==> src/rtl/axi_lite_master_if.sv <==
// Bundle of the command/result streams and the AXI4-Lite channels of the initiator.
// The master modport is the initiator's view; slave is the environment's view.
`timescale 1ns/1ps
interface axi_lite_master_if #(
  parameter int ADDR_N = 9,
  parameter int DATA_N = 32
);
  logic                  cmd_write;
  logic [ADDR_N-1:0]     cmd_addr;
  logic [DATA_N-1:0]     cmd_data;
  logic                  cmd_valid;
  logic                  cmd_ready;

  logic [DATA_N-1:0]     rsp_data;
  logic                  rsp_err;
  logic                  rsp_write;
  logic                  rsp_valid;
  logic                  rsp_ready;

  logic [ADDR_N-1:0]     m_axi_awaddr;
  logic                  m_axi_awvalid;
  logic                  m_axi_awready;

  logic [DATA_N-1:0]     m_axi_wdata;
  logic [DATA_N/8-1:0]   m_axi_wstrb;
  logic                  m_axi_wvalid;
  logic                  m_axi_wready;

  logic [1:0]            m_axi_bresp;
  logic                  m_axi_bvalid;
  logic                  m_axi_bready;

  logic [ADDR_N-1:0]     m_axi_araddr;
  logic                  m_axi_arvalid;
  logic                  m_axi_arready;

  logic [DATA_N-1:0]     m_axi_rdata;
  logic [1:0]            m_axi_rresp;
  logic                  m_axi_rvalid;
  logic                  m_axi_rready;

  modport master (
    input  cmd_write, cmd_addr, cmd_data, cmd_valid,
    output cmd_ready,
    output rsp_data, rsp_err, rsp_write, rsp_valid,
    input  rsp_ready,
    output m_axi_awaddr, m_axi_awvalid,
    input  m_axi_awready,
    output m_axi_wdata, m_axi_wstrb, m_axi_wvalid,
    input  m_axi_wready,
    input  m_axi_bresp, m_axi_bvalid,
    output m_axi_bready,
    output m_axi_araddr, m_axi_arvalid,
    input  m_axi_arready,
    input  m_axi_rdata, m_axi_rresp, m_axi_rvalid,
    output m_axi_rready
  );

  modport slave (
    output cmd_write, cmd_addr, cmd_data, cmd_valid,
    input  cmd_ready,
    input  rsp_data, rsp_err, rsp_write, rsp_valid,
    output rsp_ready,
    input  m_axi_awaddr, m_axi_awvalid,
    output m_axi_awready,
    input  m_axi_wdata, m_axi_wstrb, m_axi_wvalid,
    output m_axi_wready,
    output m_axi_bresp, m_axi_bvalid,
    input  m_axi_bready,
    input  m_axi_araddr, m_axi_arvalid,
    output m_axi_arready,
    output m_axi_rdata, m_axi_rresp, m_axi_rvalid,
    input  m_axi_rready
  );
endinterface

==> src/rtl/axi_lite_master.sv <==
// Command-to-AXI4-Lite initiator: one read or write command in, one AXI4-Lite
// transaction out, one result back. Only a single transaction is ever in flight.
`timescale 1ns/1ps
module axi_lite_master #(
  parameter int ADDR_N = 9,
  parameter int DATA_N = 32
) (
  input  logic                  m_axi_aclk,
  input  logic                  m_axi_aresetn,
  axi_lite_master_if.master     bus
);

  typedef enum logic [2:0] {
    S_IDLE  = 3'd0,
    S_WADDR = 3'd1,
    S_WRESP = 3'd2,
    S_RADDR = 3'd3,
    S_RDATA = 3'd4,
    S_RSP   = 3'd5
  } state_t;

  state_t state;
  state_t state_nxt;

  logic                cmd_ready;
  logic                cmd_fire;
  logic                aw_fire;
  logic                w_fire;
  logic                b_fire;
  logic                ar_fire;
  logic                r_fire;
  logic                rsp_fire;
  logic                aw_done;
  logic                w_done;

  logic [ADDR_N-1:0]   awaddr_q;
  logic [ADDR_N-1:0]   araddr_q;
  logic [DATA_N-1:0]   wdata_q;
  logic                awvalid_q;
  logic                wvalid_q;
  logic                bready_q;
  logic                arvalid_q;
  logic                rready_q;
  logic                rsp_valid_q;
  logic [DATA_N-1:0]   rsp_data_q;
  logic                rsp_err_q;
  logic                rsp_write_q;

  // Only xRESP[1] distinguishes an error; the low bit carries no extra meaning here.
  logic                unused_resp;
  assign unused_resp = bus.m_axi_bresp[0] ^ bus.m_axi_rresp[0];

  assign cmd_ready = (state == S_IDLE) & m_axi_aresetn;
  assign cmd_fire  = bus.cmd_valid & cmd_ready;
  assign aw_fire   = awvalid_q & bus.m_axi_awready;
  assign w_fire    = wvalid_q & bus.m_axi_wready;
  assign b_fire    = bready_q & bus.m_axi_bvalid;
  assign ar_fire   = arvalid_q & bus.m_axi_arready;
  assign r_fire    = rready_q & bus.m_axi_rvalid;
  assign rsp_fire  = rsp_valid_q & bus.rsp_ready;

  always_ff @(posedge m_axi_aclk or negedge m_axi_aresetn) begin
    if (!m_axi_aresetn) begin
      state <= S_IDLE;
    end else begin
      state <= state_nxt;
    end
  end

  always_comb begin
    state_nxt = state;
    case (state)
      S_IDLE: begin
        if (cmd_fire) begin
          state_nxt = bus.cmd_write ? S_WADDR : S_RADDR;
        end
      end
      S_WADDR: begin
        // AW and W complete independently; leave once both have been taken.
        if ((aw_done | aw_fire) & (w_done | w_fire)) begin
          state_nxt = S_WRESP;
        end
      end
      S_WRESP: begin
        if (b_fire) begin
          state_nxt = S_RSP;
        end
      end
      S_RADDR: begin
        if (ar_fire) begin
          state_nxt = S_RDATA;
        end
      end
      S_RDATA: begin
        if (r_fire) begin
          state_nxt = S_RSP;
        end
      end
      S_RSP: begin
        if (rsp_fire) begin
          state_nxt = S_IDLE;
        end
      end
      default: state_nxt = S_IDLE;
    endcase
  end

  always_ff @(posedge m_axi_aclk or negedge m_axi_aresetn) begin
    if (!m_axi_aresetn) begin
      aw_done   <= 1'b0;
      w_done    <= 1'b0;
      awvalid_q <= 1'b0;
      wvalid_q  <= 1'b0;
    end else begin
      aw_done   <= cmd_fire ? 1'b0 : (aw_done | aw_fire);
      w_done    <= cmd_fire ? 1'b0 : (w_done | w_fire);
      // A valid stays up until its own handshake, then drops for good.
      awvalid_q <= (state_nxt == S_WADDR) &
                   (cmd_fire ? 1'b1 : (awvalid_q & ~aw_fire));
      wvalid_q  <= (state_nxt == S_WADDR) &
                   (cmd_fire ? 1'b1 : (wvalid_q & ~w_fire));
    end
  end

  always_ff @(posedge m_axi_aclk or negedge m_axi_aresetn) begin
    if (!m_axi_aresetn) begin
      bready_q    <= 1'b0;
      arvalid_q   <= 1'b0;
      rready_q    <= 1'b0;
      rsp_valid_q <= 1'b0;
    end else begin
      bready_q    <= (state_nxt == S_WRESP);
      arvalid_q   <= (state_nxt == S_RADDR);
      rready_q    <= (state_nxt == S_RDATA);
      rsp_valid_q <= (state_nxt == S_RSP);
    end
  end

  always_ff @(posedge m_axi_aclk or negedge m_axi_aresetn) begin
    if (!m_axi_aresetn) begin
      awaddr_q    <= '0;
      wdata_q     <= '0;
      araddr_q    <= '0;
      rsp_write_q <= 1'b0;
    end else if (cmd_fire) begin
      rsp_write_q <= bus.cmd_write;
      if (bus.cmd_write) begin
        awaddr_q <= bus.cmd_addr;
        wdata_q  <= bus.cmd_data;
      end else begin
        araddr_q <= bus.cmd_addr;
      end
    end
  end

  always_ff @(posedge m_axi_aclk or negedge m_axi_aresetn) begin
    if (!m_axi_aresetn) begin
      rsp_data_q <= '0;
      rsp_err_q  <= 1'b0;
    end else if (b_fire) begin
      rsp_data_q <= '0;
      rsp_err_q  <= bus.m_axi_bresp[1];
    end else if (r_fire) begin
      rsp_data_q <= bus.m_axi_rdata;
      rsp_err_q  <= bus.m_axi_rresp[1];
    end
  end

  assign bus.cmd_ready     = cmd_ready;
  assign bus.rsp_data      = rsp_data_q;
  assign bus.rsp_err       = rsp_err_q;
  assign bus.rsp_write     = rsp_write_q;
  assign bus.rsp_valid     = rsp_valid_q;
  assign bus.m_axi_awaddr  = awaddr_q;
  assign bus.m_axi_awvalid = awvalid_q;
  assign bus.m_axi_wdata   = wdata_q;
  assign bus.m_axi_wstrb   = '1;
  assign bus.m_axi_wvalid  = wvalid_q;
  assign bus.m_axi_bready  = bready_q;
  assign bus.m_axi_araddr  = araddr_q;
  assign bus.m_axi_arvalid = arvalid_q;
  assign bus.m_axi_rready  = rready_q;

endmodule

==> src/flat_wrapper.sv <==
// flat-port wrapper written by rule: the top's interface ports become plain ports
module axi_lite_master_flat 
#(
  parameter int ADDR_N = 9,
  parameter int DATA_N = 32
)
  (m_axi_aclk, m_axi_aresetn, bus_cmd_write, bus_cmd_addr, bus_cmd_data, bus_cmd_valid, bus_cmd_ready, bus_rsp_data, bus_rsp_err, bus_rsp_write, bus_rsp_valid, bus_rsp_ready, bus_m_axi_awaddr, bus_m_axi_awvalid, bus_m_axi_awready, bus_m_axi_wdata, bus_m_axi_wstrb, bus_m_axi_wvalid, bus_m_axi_wready, bus_m_axi_bresp, bus_m_axi_bvalid, bus_m_axi_bready, bus_m_axi_araddr, bus_m_axi_arvalid, bus_m_axi_arready, bus_m_axi_rdata, bus_m_axi_rresp, bus_m_axi_rvalid, bus_m_axi_rready);
  axi_lite_master_if #(.ADDR_N(ADDR_N), .DATA_N(DATA_N)) bus_i ();
  input  logic m_axi_aclk;
  input  logic m_axi_aresetn;
  input wire logic [$bits(bus_i.cmd_write)-1:0] bus_cmd_write;
  input wire logic [$bits(bus_i.cmd_addr)-1:0] bus_cmd_addr;
  input wire logic [$bits(bus_i.cmd_data)-1:0] bus_cmd_data;
  input wire logic [$bits(bus_i.cmd_valid)-1:0] bus_cmd_valid;
  output wire logic [$bits(bus_i.cmd_ready)-1:0] bus_cmd_ready;
  output wire logic [$bits(bus_i.rsp_data)-1:0] bus_rsp_data;
  output wire logic [$bits(bus_i.rsp_err)-1:0] bus_rsp_err;
  output wire logic [$bits(bus_i.rsp_write)-1:0] bus_rsp_write;
  output wire logic [$bits(bus_i.rsp_valid)-1:0] bus_rsp_valid;
  input wire logic [$bits(bus_i.rsp_ready)-1:0] bus_rsp_ready;
  output wire logic [$bits(bus_i.m_axi_awaddr)-1:0] bus_m_axi_awaddr;
  output wire logic [$bits(bus_i.m_axi_awvalid)-1:0] bus_m_axi_awvalid;
  input wire logic [$bits(bus_i.m_axi_awready)-1:0] bus_m_axi_awready;
  output wire logic [$bits(bus_i.m_axi_wdata)-1:0] bus_m_axi_wdata;
  output wire logic [$bits(bus_i.m_axi_wstrb)-1:0] bus_m_axi_wstrb;
  output wire logic [$bits(bus_i.m_axi_wvalid)-1:0] bus_m_axi_wvalid;
  input wire logic [$bits(bus_i.m_axi_wready)-1:0] bus_m_axi_wready;
  input wire logic [$bits(bus_i.m_axi_bresp)-1:0] bus_m_axi_bresp;
  input wire logic [$bits(bus_i.m_axi_bvalid)-1:0] bus_m_axi_bvalid;
  output wire logic [$bits(bus_i.m_axi_bready)-1:0] bus_m_axi_bready;
  output wire logic [$bits(bus_i.m_axi_araddr)-1:0] bus_m_axi_araddr;
  output wire logic [$bits(bus_i.m_axi_arvalid)-1:0] bus_m_axi_arvalid;
  input wire logic [$bits(bus_i.m_axi_arready)-1:0] bus_m_axi_arready;
  input wire logic [$bits(bus_i.m_axi_rdata)-1:0] bus_m_axi_rdata;
  input wire logic [$bits(bus_i.m_axi_rresp)-1:0] bus_m_axi_rresp;
  input wire logic [$bits(bus_i.m_axi_rvalid)-1:0] bus_m_axi_rvalid;
  output wire logic [$bits(bus_i.m_axi_rready)-1:0] bus_m_axi_rready;
  assign bus_i.cmd_write = bus_cmd_write;
  assign bus_i.cmd_addr = bus_cmd_addr;
  assign bus_i.cmd_data = bus_cmd_data;
  assign bus_i.cmd_valid = bus_cmd_valid;
  assign bus_cmd_ready = bus_i.cmd_ready;
  assign bus_rsp_data = bus_i.rsp_data;
  assign bus_rsp_err = bus_i.rsp_err;
  assign bus_rsp_write = bus_i.rsp_write;
  assign bus_rsp_valid = bus_i.rsp_valid;
  assign bus_i.rsp_ready = bus_rsp_ready;
  assign bus_m_axi_awaddr = bus_i.m_axi_awaddr;
  assign bus_m_axi_awvalid = bus_i.m_axi_awvalid;
  assign bus_i.m_axi_awready = bus_m_axi_awready;
  assign bus_m_axi_wdata = bus_i.m_axi_wdata;
  assign bus_m_axi_wstrb = bus_i.m_axi_wstrb;
  assign bus_m_axi_wvalid = bus_i.m_axi_wvalid;
  assign bus_i.m_axi_wready = bus_m_axi_wready;
  assign bus_i.m_axi_bresp = bus_m_axi_bresp;
  assign bus_i.m_axi_bvalid = bus_m_axi_bvalid;
  assign bus_m_axi_bready = bus_i.m_axi_bready;
  assign bus_m_axi_araddr = bus_i.m_axi_araddr;
  assign bus_m_axi_arvalid = bus_i.m_axi_arvalid;
  assign bus_i.m_axi_arready = bus_m_axi_arready;
  assign bus_i.m_axi_rdata = bus_m_axi_rdata;
  assign bus_i.m_axi_rresp = bus_m_axi_rresp;
  assign bus_i.m_axi_rvalid = bus_m_axi_rvalid;
  assign bus_m_axi_rready = bus_i.m_axi_rready;
  axi_lite_master #(.ADDR_N(ADDR_N), .DATA_N(DATA_N)) u_core (.m_axi_aclk(m_axi_aclk), .m_axi_aresetn(m_axi_aresetn), .bus(bus_i));
endmodule
==> config.mk <==
export PLATFORM = sky130hd
export DESIGN_NAME = axi_lite_master_flat
export DESIGN_NICKNAME = d
export VERILOG_FILES = /design/src/rtl/axi_lite_master_if.sv /design/src/rtl/axi_lite_master.sv /design/src/flat_wrapper.sv
export SDC_FILE = /design/constraint.sdc
export NUM_CORES = 1
export LEC_CHECK = 0
export ABC_AREA = 1
export CORE_AREA = 2 2 128 130
export CTS_CLUSTER_DIAMETER = 30
export DETAILED_ROUTE_END_ITERATION = 10
export DIE_AREA = 0 0 130 132
export PLACE_DENSITY = 0.56
export SYNTH_ARGS = -nofsm -noshare
export SYNTH_HDL_FRONTEND = slang
export SYNTH_SLANG_ARGS = --single-unit
==> constraint.sdc <==
create_clock -name m_axi_aclk -period 2.1 [get_ports m_axi_aclk]
set_input_delay 0.42 -clock m_axi_aclk [delete_from_list [all_inputs] [get_ports m_axi_aclk]]
set_output_delay 0.42 -clock m_axi_aclk [all_outputs]
set_load 0.05 [all_outputs]
==> results.txt <==
outcome: finished, final reports clean
unique cell type count in the Yosys netlist: 25
Hold Slack: 0.180 ns
CP peak stage delay: 0.85 ns
Buf+Inv Stages, Crit Path: 1
CTS Buf Count: 9
Iter 0 DRT Violations: 91
Routed WL: 10300 µm
Post-Syn Instances: 372
Data required, critical path: 1.68 ns
fin nets: 636
Initial Util: 0.245
Root Buffer: clkbuf_16
Synth-to-Final Area Change: 60.6%
core footprint: 0.0157 mm²
setup TNS: 0 ns
synth warn: 0
layout cells sized above 1: 0.0866
Post CTS Setup Buffer Count: 0
clock buffer depth: 2
Final Wtd Congestion: 0.748
initial antenna violation count: 0
asr flop ratio synth: 1.00
Yosys reg bits: 95
pin count of the biggest net entering global routing: 50
chip width: 130 µm
CTS tree: yes
Max FO, Critical Path: 2
count of final max-slew check failures: 0
FF-to-FF End: u_core.bus.m_axi_wdata[4]$_DFFE_PN0P_
syn avg cell area: 10.3 µm²
Main synth FF type: dfrtp_1
Tot GR Track Use: 0.123
worst relative slew slack: 0.585
FF/Latch Area: 0.00238 mm²
via count: 3241
Final Hold Vio Count: 0
first drt pass iteration count: 5
I/O Pins: 182
ANT cells: 0
final worst-path cycle share: 0.932
post-CTS resize count: 0
area of the multi-input gates: 0.00121 mm²
Hold WC Path Type: in2async
sequential area share after synthesis: 0.618
fin crit period: 1.96 ns
first-pass GRT wire length: 16500 µm
R2R Path Start: u_core.state[2]$_DFF_PN0_
count of flip-flops with a built-in enable after synthesis: 0
H-tree levels: 3
Final setup viols: 0
DRC Markers: 0
WP data arrival: 1.54 ns
synthesized area: 0.00385 mm²
Max Clock Freq: 511 MHz
Fill cells: 1573
antenna viol nets, final: 0
worst vdd ir: 0.812 mV
Row Count: 46
RSZ-0062 raised after global routing: false
WL per Instance: 13.4 µm
worst skew pair latency: 0.34 ns
clk sinks: 95
clock-pin slew on the worst setup and hold paths: 0.06 ns
max cap viols: 0
drt via density: 4.21
Slowest cell on crit path: clkdlybuf4s50_1
Worst setup SP type: flip-flop
worst reg-to-reg setup slack: 0.57 ns
Leak Pwr: 0.00291 µW
worst slew pin tran: 0.623 ns
critical path, cell by cell: clkdlybuf4s50_1
die area: 0.0172 mm²
hold-fix buffers at CTS: 0
Critical Setup Path Class: reg2out
worst r2r path cells: 6
CP top delay family: buffers and inverters
chip height: 132 µm
P per Cell Area: 1790 mW/mm²
DP HPWL: 7640 µm
critical path endpoint category: output pin
Worst Clk Skew: 0.00591 ns
IO buf count: 175
total gr overflow: 0
vias in the first global route: 3283
==> synth_stat cells (2+ instances only) <==
cell type / instances / area (µm²)
a22o_1: 32 / 280
buf_2: 4 / 20.0
buf_4: 7 / 52.6
buf_6: 6 / 67.6
clkbuf_1: 5 / 18.8
dfrtp_1: 95 / 2380
inv_1: 28 / 105
nand2_1: 110 / 413
nand2_4: 2 / 22.5
nand3_1: 39 / 195
nor2_1: 11 / 41.3
nor2_2: 2 / 12.5
o21ai_0: 11 / 55.1
o21ai_2: 9 / 78.8
==> routing by layer <==
layer  global-route usage  vias to the layer above  part of all wire
li1                     -                     1559                 -
met1                0.152                     1521              0.43
met2                0.181                      152              0.43
met3               0.0666                        9              0.13
met4               0.0442                        0             0.012
met5                    0                        -                 0
==> sequential cells by signal, summed over array words and instances (netlist names) <==
| name | count |
|---|---|
| u_core.bus.m_axi_wdata | 32 |
| u_core.bus.rsp_data | 32 |
| u_core.bus.m_axi_araddr | 9 |
| u_core.bus.m_axi_awaddr | 9 |
| u_core.state | 3 |
| u_core.aw_done | 1 |
| u_core.bus.m_axi_arvalid | 1 |
| u_core.bus.m_axi_awvalid | 1 |
| u_core.bus.m_axi_bready | 1 |
| u_core.bus.m_axi_rready | 1 |
| u_core.bus.m_axi_wvalid | 1 |
| u_core.bus.rsp_err | 1 |
| u_core.bus.rsp_valid | 1 |
| u_core.bus.rsp_write | 1 |
| u_core.w_done | 1 |
==> worst max path at each step <==
stage	startpoint	cells after the start	to	slack, ns
2_1_floorplan	u_core.state[2]$_DFF_PN0_	2	bus_cmd_ready	0.23
3_3_place_gp	bus_m_axi_rvalid	4	u_core.bus.rsp_data[21]$_DFFE_PN0P_	-0.18
3_5_place_dp	bus_m_axi_rvalid	4	u_core.bus.rsp_data[9]$_DFFE_PN0P_	-0.24
4_1_cts	u_core.bus.m_axi_wdata[26]$_DFFE_PN0P_	1	bus_m_axi_wdata[26]	0.11
5_1_grt	u_core.bus.m_axi_wdata[26]$_DFFE_PN0P_	1	bus_m_axi_wdata[26]	0.08
6_report	u_core.bus.m_axi_wdata[26]$_DFFE_PN0P_	1	bus_m_axi_wdata[26]	0.14
==> cells in the final DEF, fill, tap and decap left out, types with 2 or more instances in the layout <==
master	n
a22o_1	32
buf_12	2
buf_4	11
bufinv_16	3
clkbuf_1	3
clkbuf_16	9
clkdlybuf4s50_1	173
conb_1	4
dfrtp_1	95
inv_1	28
nand2_1	110
nand2_4	2
nand3_1	39
nor2_1	10
nor2_2	3
o21ai_0	11
o21ai_2	9
==> report_power, final <==
group          leakage (µW)  switching, µW  internal, µW
logic               0.00151           4010          2060
registers           0.00123            504          2650
clock network      0.000164            660          1200
total               0.00291           5170          5910
==> metrics by stage <==
stage	area [µm²]	setup WS [ns]	total power [µW]	std cells	utilization
2_1_floorplan	3860	0.228	7090	375	-
3_3_place_gp	5820	-0.181	9210	753	0.371
3_5_place_dp	5820	-0.245	9290	753	0.371
4_1_cts	6160	0.106	11200	769	0.392
5_1_grt	6180	0.0800	11700	770	0.393
6_report	6180	0.143	11100	770	0.393
==> area by class of cell <==
class,instances,share of cell area
sequential,95,0.385
inverter,29,0.0180
multi-input combinational,227,0.196
clock inverter,3,0.0146
timing repair buffer,187,0.302
clock buffer,13,0.0405
tap,216,0.0437
==> cells by family after synthesis <==
kind of cell    share of synthesized area
flops                               0.618
buf+inv                            0.0725
simple gates                        0.201
compound gates                      0.108
other cells                      0.000975
(Power assumes the default switching activity.)
==> edit 1, RTL diff (same flow settings) <==
`DATA_N` is set to 32 in 3 places; all go to 16.
--- a/src/rtl/axi_lite_master_if.sv
+++ b/src/rtl/axi_lite_master_if.sv
@@ -4,5 +4,5 @@
 interface axi_lite_master_if #(
   parameter int ADDR_N = 9,
-  parameter int DATA_N = 32
+  parameter int DATA_N = 16
 );
   logic                  cmd_write;
--- a/src/rtl/axi_lite_master.sv
+++ b/src/rtl/axi_lite_master.sv
@@ -4,5 +4,5 @@
 module axi_lite_master #(
   parameter int ADDR_N = 9,
-  parameter int DATA_N = 32
+  parameter int DATA_N = 16
 ) (
   input  logic                  m_axi_aclk,
--- a/src/flat_wrapper.sv
+++ b/src/flat_wrapper.sv
@@ -3,5 +3,5 @@
 #(
   parameter int ADDR_N = 9,
-  parameter int DATA_N = 32
+  parameter int DATA_N = 16
 )
   (m_axi_aclk, m_axi_aresetn, bus_cmd_write, bus_cmd_addr, bus_cmd_data, bus_cmd_valid, bus_cmd_ready, bus_rsp_data, bus_rsp_err, bus_rsp_write, bus_rsp_valid, bus_rsp_ready, bus_m_axi_awaddr, bus_m_axi_awvalid, bus_m_axi_awready, bus_m_axi_wdata, bus_m_axi_wstrb, bus_m_axi_wvalid, bus_m_axi_wready, bus_m_axi_bresp, bus_m_axi_bvalid, bus_m_axi_bready, bus_m_axi_araddr, bus_m_axi_arvalid, bus_m_axi_arready, bus_m_axi_rdata, bus_m_axi_rresp, bus_m_axi_rvalid, bus_m_axi_rready);
Ports: changed (5 resized); port bits go from 182 to 116. No check against the original RTL was run, so the function may have changed too.
==> edit 1 against the unedited design <==
Synthesized area is 29% lower; worst setup slack hardly changed; routed wire length is 33% lower; sequential share of layout area is 2.3 points lower; power is 34% lower; clock skew is 0.00067 ns higher; sequential cell count is 32 lower; design area is 30% lower; first-iteration DRC count is 29% lower; fmax hardly changed; largest cell class unchanged; highest routed layer is now met5.
==> edit 1: results (changes against the unedited design) <==
GRT
  – Global-route usage over all layers: 8.61% (was 12.3%)
  – Largest net degree at the start of global routing: 64 (was 50)
  – Initial antenna violation count: 1 (was 0)
  – First-pass GRT wire length: 11.4 mm (was 16.5 mm)

Worst setup path
  – R2r setup slk: 0.38 ns (was 0.57 ns)
  – Crit path max-delay family: buffers and inverters (unchanged)
  – Reg-to-Reg End: u_core.bus.m_axi_wdata[10] (was u_core.bus.m_axi_wdata[4])
  – Cell count of the worst reg-to-reg path: 5 (was 6)
  – Critical path's largest stage delay: 0.83 ns (was 0.85 ns)

Finish
  – Fin cells: 631 (was 770)
  – Number of antenna repair diodes: 0 (unchanged)
  – Final nets: 466 (was 636)
  – Layout cells sized above 1: 13.7% (was 8.66%)

Drt
  – Final wirelength: 6.98 mm (was 10.3 mm)
  – DRT Pass-1 Iters: 4 (was 5)
  – DR vias: 2310 (was 3241)
  – Iteration-0 DRC count of the detailed router: 65 (was 91)

Power
  – Leakage power: 2.06 nW (was 2.91 nW)
  – Max IR drop VDD: 0.000768 V (was 0.000812 V)

Yosys
  – Area contributors post-synth: dfrtp_1, nand2_1, o21ai_2 (was dfrtp_1, nand2_1, a22o_1)
  – Syn_area_per_cell: 9.31 um2 (was 10.3 um2)
  – Async SR Flop Fraction: 100% (unchanged)
  – Post-synthesis sequential area ratio: 57.8% (was 61.8%)
  – Distinct cells, synth: 20 (was 25)
  – Post-synth top cells: nand2_1, dfrtp_1, inv_1 (was nand2_1, dfrtp_1, nand3_1)

Timing
  – Clk_skew: 0.00658 ns (was 0.00591 ns)
  – Rel. slew slack: 46.4% (was 58.5%)
  – Worst hold slack: 0.304 ns (was 0.180 ns)
  – Final setup viols: 0 (unchanged)

Clocking
  – CTS root buf: clkbuf_16 (unchanged)
  – Clk_lat worst skew: roughly 0.33 ns
  – Hold Buf Count CTS: 0 (unchanged)
  – Buffer levels on the longest clock path: 2 (unchanged)

Run status
  – Status: complete, no violations (unchanged)

Placed design
  – Buffers on Ports: 111 (was 175)
  – Setup WS pre-CTS: 0.271 ns (was -0.245 ns)
  – Dpl cell area: 0.00409 mm2 (was 0.00582 mm2)
  – Placer Congestion: 0.769 (was 0.748)
  – Detailed Place HPWL: 5.02 mm (was 7.64 mm)
  – Placed insts: 616 (was 753)
-- edit 1: cell types whose count changed after synthesis, sizes merged, moves of 6 or more --
cell | before | now
nand2 | 113 | 83
buf | 18 | 10
nand3 | 40 | 31
dfrtp | 95 | 63
o21ai | 20 | 36
inv | 29 | 42
a21oi | 0 | 6
a22o | 32 | 0
-- edit 1: final cells by class --
type / count / area, um2
fillers: 1665 / 11400
flip-flops and latches: 63 / 1580
repair buffers: 119 / 1190
multi-input cells: 175 / 893
well taps: 216 / 270
clock buffers: 11 / 243
inverters: 43 / 161
clock inverters: 4 / 22.5
-- edit 1: report_power, final --
group / internal (mW) / switching [mW] / leakage, nW
sequential: 1.74 / 0.330 / 0.816
clock: 0.817 / 0.517 / 0.131
combinational: 1.31 / 2.63 / 1.11
-- edit 1: how the worst max path moves through the flow --
stage | startpoint | to | slack (ns) | cells after the start
after floorplan | u_core.state[2] | u_core.bus.m_axi_awaddr[0] | 0.22 | 6
after global placement | bus_cmd_valid | u_core.bus.m_axi_wvalid | 0.30 | 7
after detailed placement | bus_cmd_valid | u_core.bus.m_axi_wvalid | 0.27 | 7
after CTS | u_core.bus.m_axi_bready | bus_m_axi_bready | 0.13 | 1
after global routing | u_core.bus.m_axi_araddr[8] | bus_m_axi_araddr[8] | 0.07 | 1
final | u_core.bus.m_axi_bready | bus_m_axi_bready | 0.14 | 1
-- edit 1: cell families after synthesis --
family,after synthesis,synth area share (%)
AOI/OAI and AO/OA,42,11.1
buffers and inverters,56,9.63
DFF,63,57.8
other,1,0.137
and+or+nand+nor,131,21.3
-- edit 1: layer usage --
layer	share of wire, %	GRT usage, %	vias up
met4	1.3	2.87	2
met5	0.13	0	-
li1	-	-	1148
met2	40	11.7	101
met3	13	6.25	11
met1	46	10.6	1048
==> edit 2, RTL diff (same flow settings) <==
Made on the original files. Re-encode `state_t` (6 states) as one-hot, 6 bits wide.
--- a/src/rtl/axi_lite_master.sv
+++ b/src/rtl/axi_lite_master.sv
@@ -11,11 +11,11 @@
 );
 
-  typedef enum logic [2:0] {
-    S_IDLE  = 3'd0,
-    S_WADDR = 3'd1,
-    S_WRESP = 3'd2,
-    S_RADDR = 3'd3,
-    S_RDATA = 3'd4,
-    S_RSP   = 3'd5
+  typedef enum logic [5:0] {
+    S_IDLE  = 6'b000001,
+    S_WADDR = 6'b000010,
+    S_WRESP = 6'b000100,
+    S_RADDR = 6'b001000,
+    S_RDATA = 6'b010000,
+    S_RSP   = 6'b100000
   } state_t;
 
Formal check against the unedited RTL: no difference found for any inputs over 10 cycles, from zero or initial values and one cycle with m_axi_aresetn low; not proved beyond that.
==> edit 2 against the unedited design <==
Sequential cell count rose by 3; synthesized cell count rose by 23%; via count rose by 14%; design area rose by 3.9%; power fell by 21%; routed wire length rose by 18%; fmax fell by 0.19%; synthesized area rose by 7.4%; worst setup slack got worse by 0.0037 ns; largest cell class unchanged; highest routed layer unchanged.
==> edit 2: results (changes against the unedited design) <==
GRT
  – Largest net degree at the start of global routing: 97 (was 50)
  – GR Util met2: 22.7% (was 18.1%)
  – First-pass GRT wire length: 19.5 mm (was 16.5 mm)
  – Global-route usage over all layers: 14.5% (was 12.3%)
  – Met1 GRT Util: 18.1% (was 15.2%)
  – Number of global-route vias before repair: 3731 (was 3283)
  – GR met3 Demand/Resource: 6.01% (was 6.66%)

Timing
  – Worst-margin pin slew: 0.543 ns (was 0.623 ns)
  – Clk_skew: 0.00827 ns (was 0.00591 ns)

Yosys
  – Post-synth top cells: nand2_1, nand3_1, dfrtp_1 (was nand2_1, dfrtp_1, nand3_1)
  – Area contributors post-synth: dfrtp_1, nand2_1, nand3_1 (was dfrtp_1, nand2_1, a22o_1)
  – Syn_area_per_cell: 9.01 um2 (was 10.3 um2)
  – Post-synthesis sequential area ratio: 59.4% (was 61.8%)
  – Compound-Gate Fraction of Synth Area: 3.21% (was 10.8%)
  – Distinct cells, synth: 27 (was 25)

Drt
  – Iteration-0 DRC count of the detailed router: 117 (was 91)
  – DRT Pass-1 Iters: 4 (was 5)
  – Met2 Wirelength: 5.28 mm (was 4.44 mm)
  – DR WL/cell: 14.3 um (was 13.4 um)
  – Final wirelength: 12.2 mm (was 10.3 mm)
  – Metal3 WL: 1.28 mm (was 1.34 mm)
  – DR vias/cell: 4.37 (was 4.21)

Power
  – Max IR drop VDD: 0.000738 V (was 0.000812 V)
  – Sw Ratio: 43.4% (was 46.7%)

Run status
  – Status: complete, no violations (unchanged)

Clocking
  – Hold Buf Count CTS: 1 (was 0)

Placed design
  – Setup WS pre-CTS: 0.280 ns (was -0.245 ns)
  – Placed insts: 832 (was 753)
  – Dpl cell area: 0.00606 mm2 (was 0.00582 mm2)
  – Placer Congestion: 0.780 (was 0.748)
## edit 2: cell type report
| type | count | area, um2 |
|---|---|---|
| Clock buffer | 9 | 225 |
| Clock inverter | 7 | 116 |
| Fill cell | 1550 | 9290 |
| Inverter | 17 | 63.8 |
| Multi-Input combinational cell | 316 | 1430 |
| Sequential cell | 98 | 2450 |
| Tap cell | 216 | 270 |
| Timing Repair Buffer | 186 | 1860 |
## edit 2: path summary, 6_finish.rpt
check,start,endpoint,slack [ns],cells after the start
worst max-delay path,u_core.bus.m_axi_araddr[0],bus_m_axi_araddr[0],0.14,1
worst min-delay path,m_axi_aresetn,u_core.state[0],0.05,1
worst max register to register,u_core.state[4],u_core.bus.m_axi_wdata[13],0.49,7
worst min register to register,u_core.bus.rsp_write,u_core.bus.rsp_write,0.48,2
max in group asynchronous,m_axi_aresetn,u_core.bus.rsp_data[19],1.51,2
min in group m_axi_aclk,m_axi_aresetn,u_core.state[1],0.45,3
## edit 2: power by group through the flow
stage               sequential, mW  combinational (mW)  clock [mW]
floorplan                     4.60               0.735           0
global placement              2.76                4.06           0
detailed placement            2.77                4.09           0
CTS                           2.76                4.10        1.97
global route                  2.83                4.31        2.04
finish                        2.75                4.07        1.90
## edit 2: per-stage QoR
| stage | hold WS [ns] | total power [mW] |
|---|---|---|
| after floorplan | 0.124 | 5.34 |
| after global placement | 0.236 | 6.82 |
| after detailed placement | 0.237 | 6.86 |
| after CTS | 0.0408 | 8.83 |
| after global routing | 0.0440 | 9.18 |
| final | 0.0541 | 8.72 |
## edit 2: cell families (layout without fill, tap and decap cells)
group,Yosys count,in the layout
other,1,4
buffers and inverters,48,219
DFF,98,98
AOI/OAI and AO/OA,24,24
and+or+nand+nor,288,288
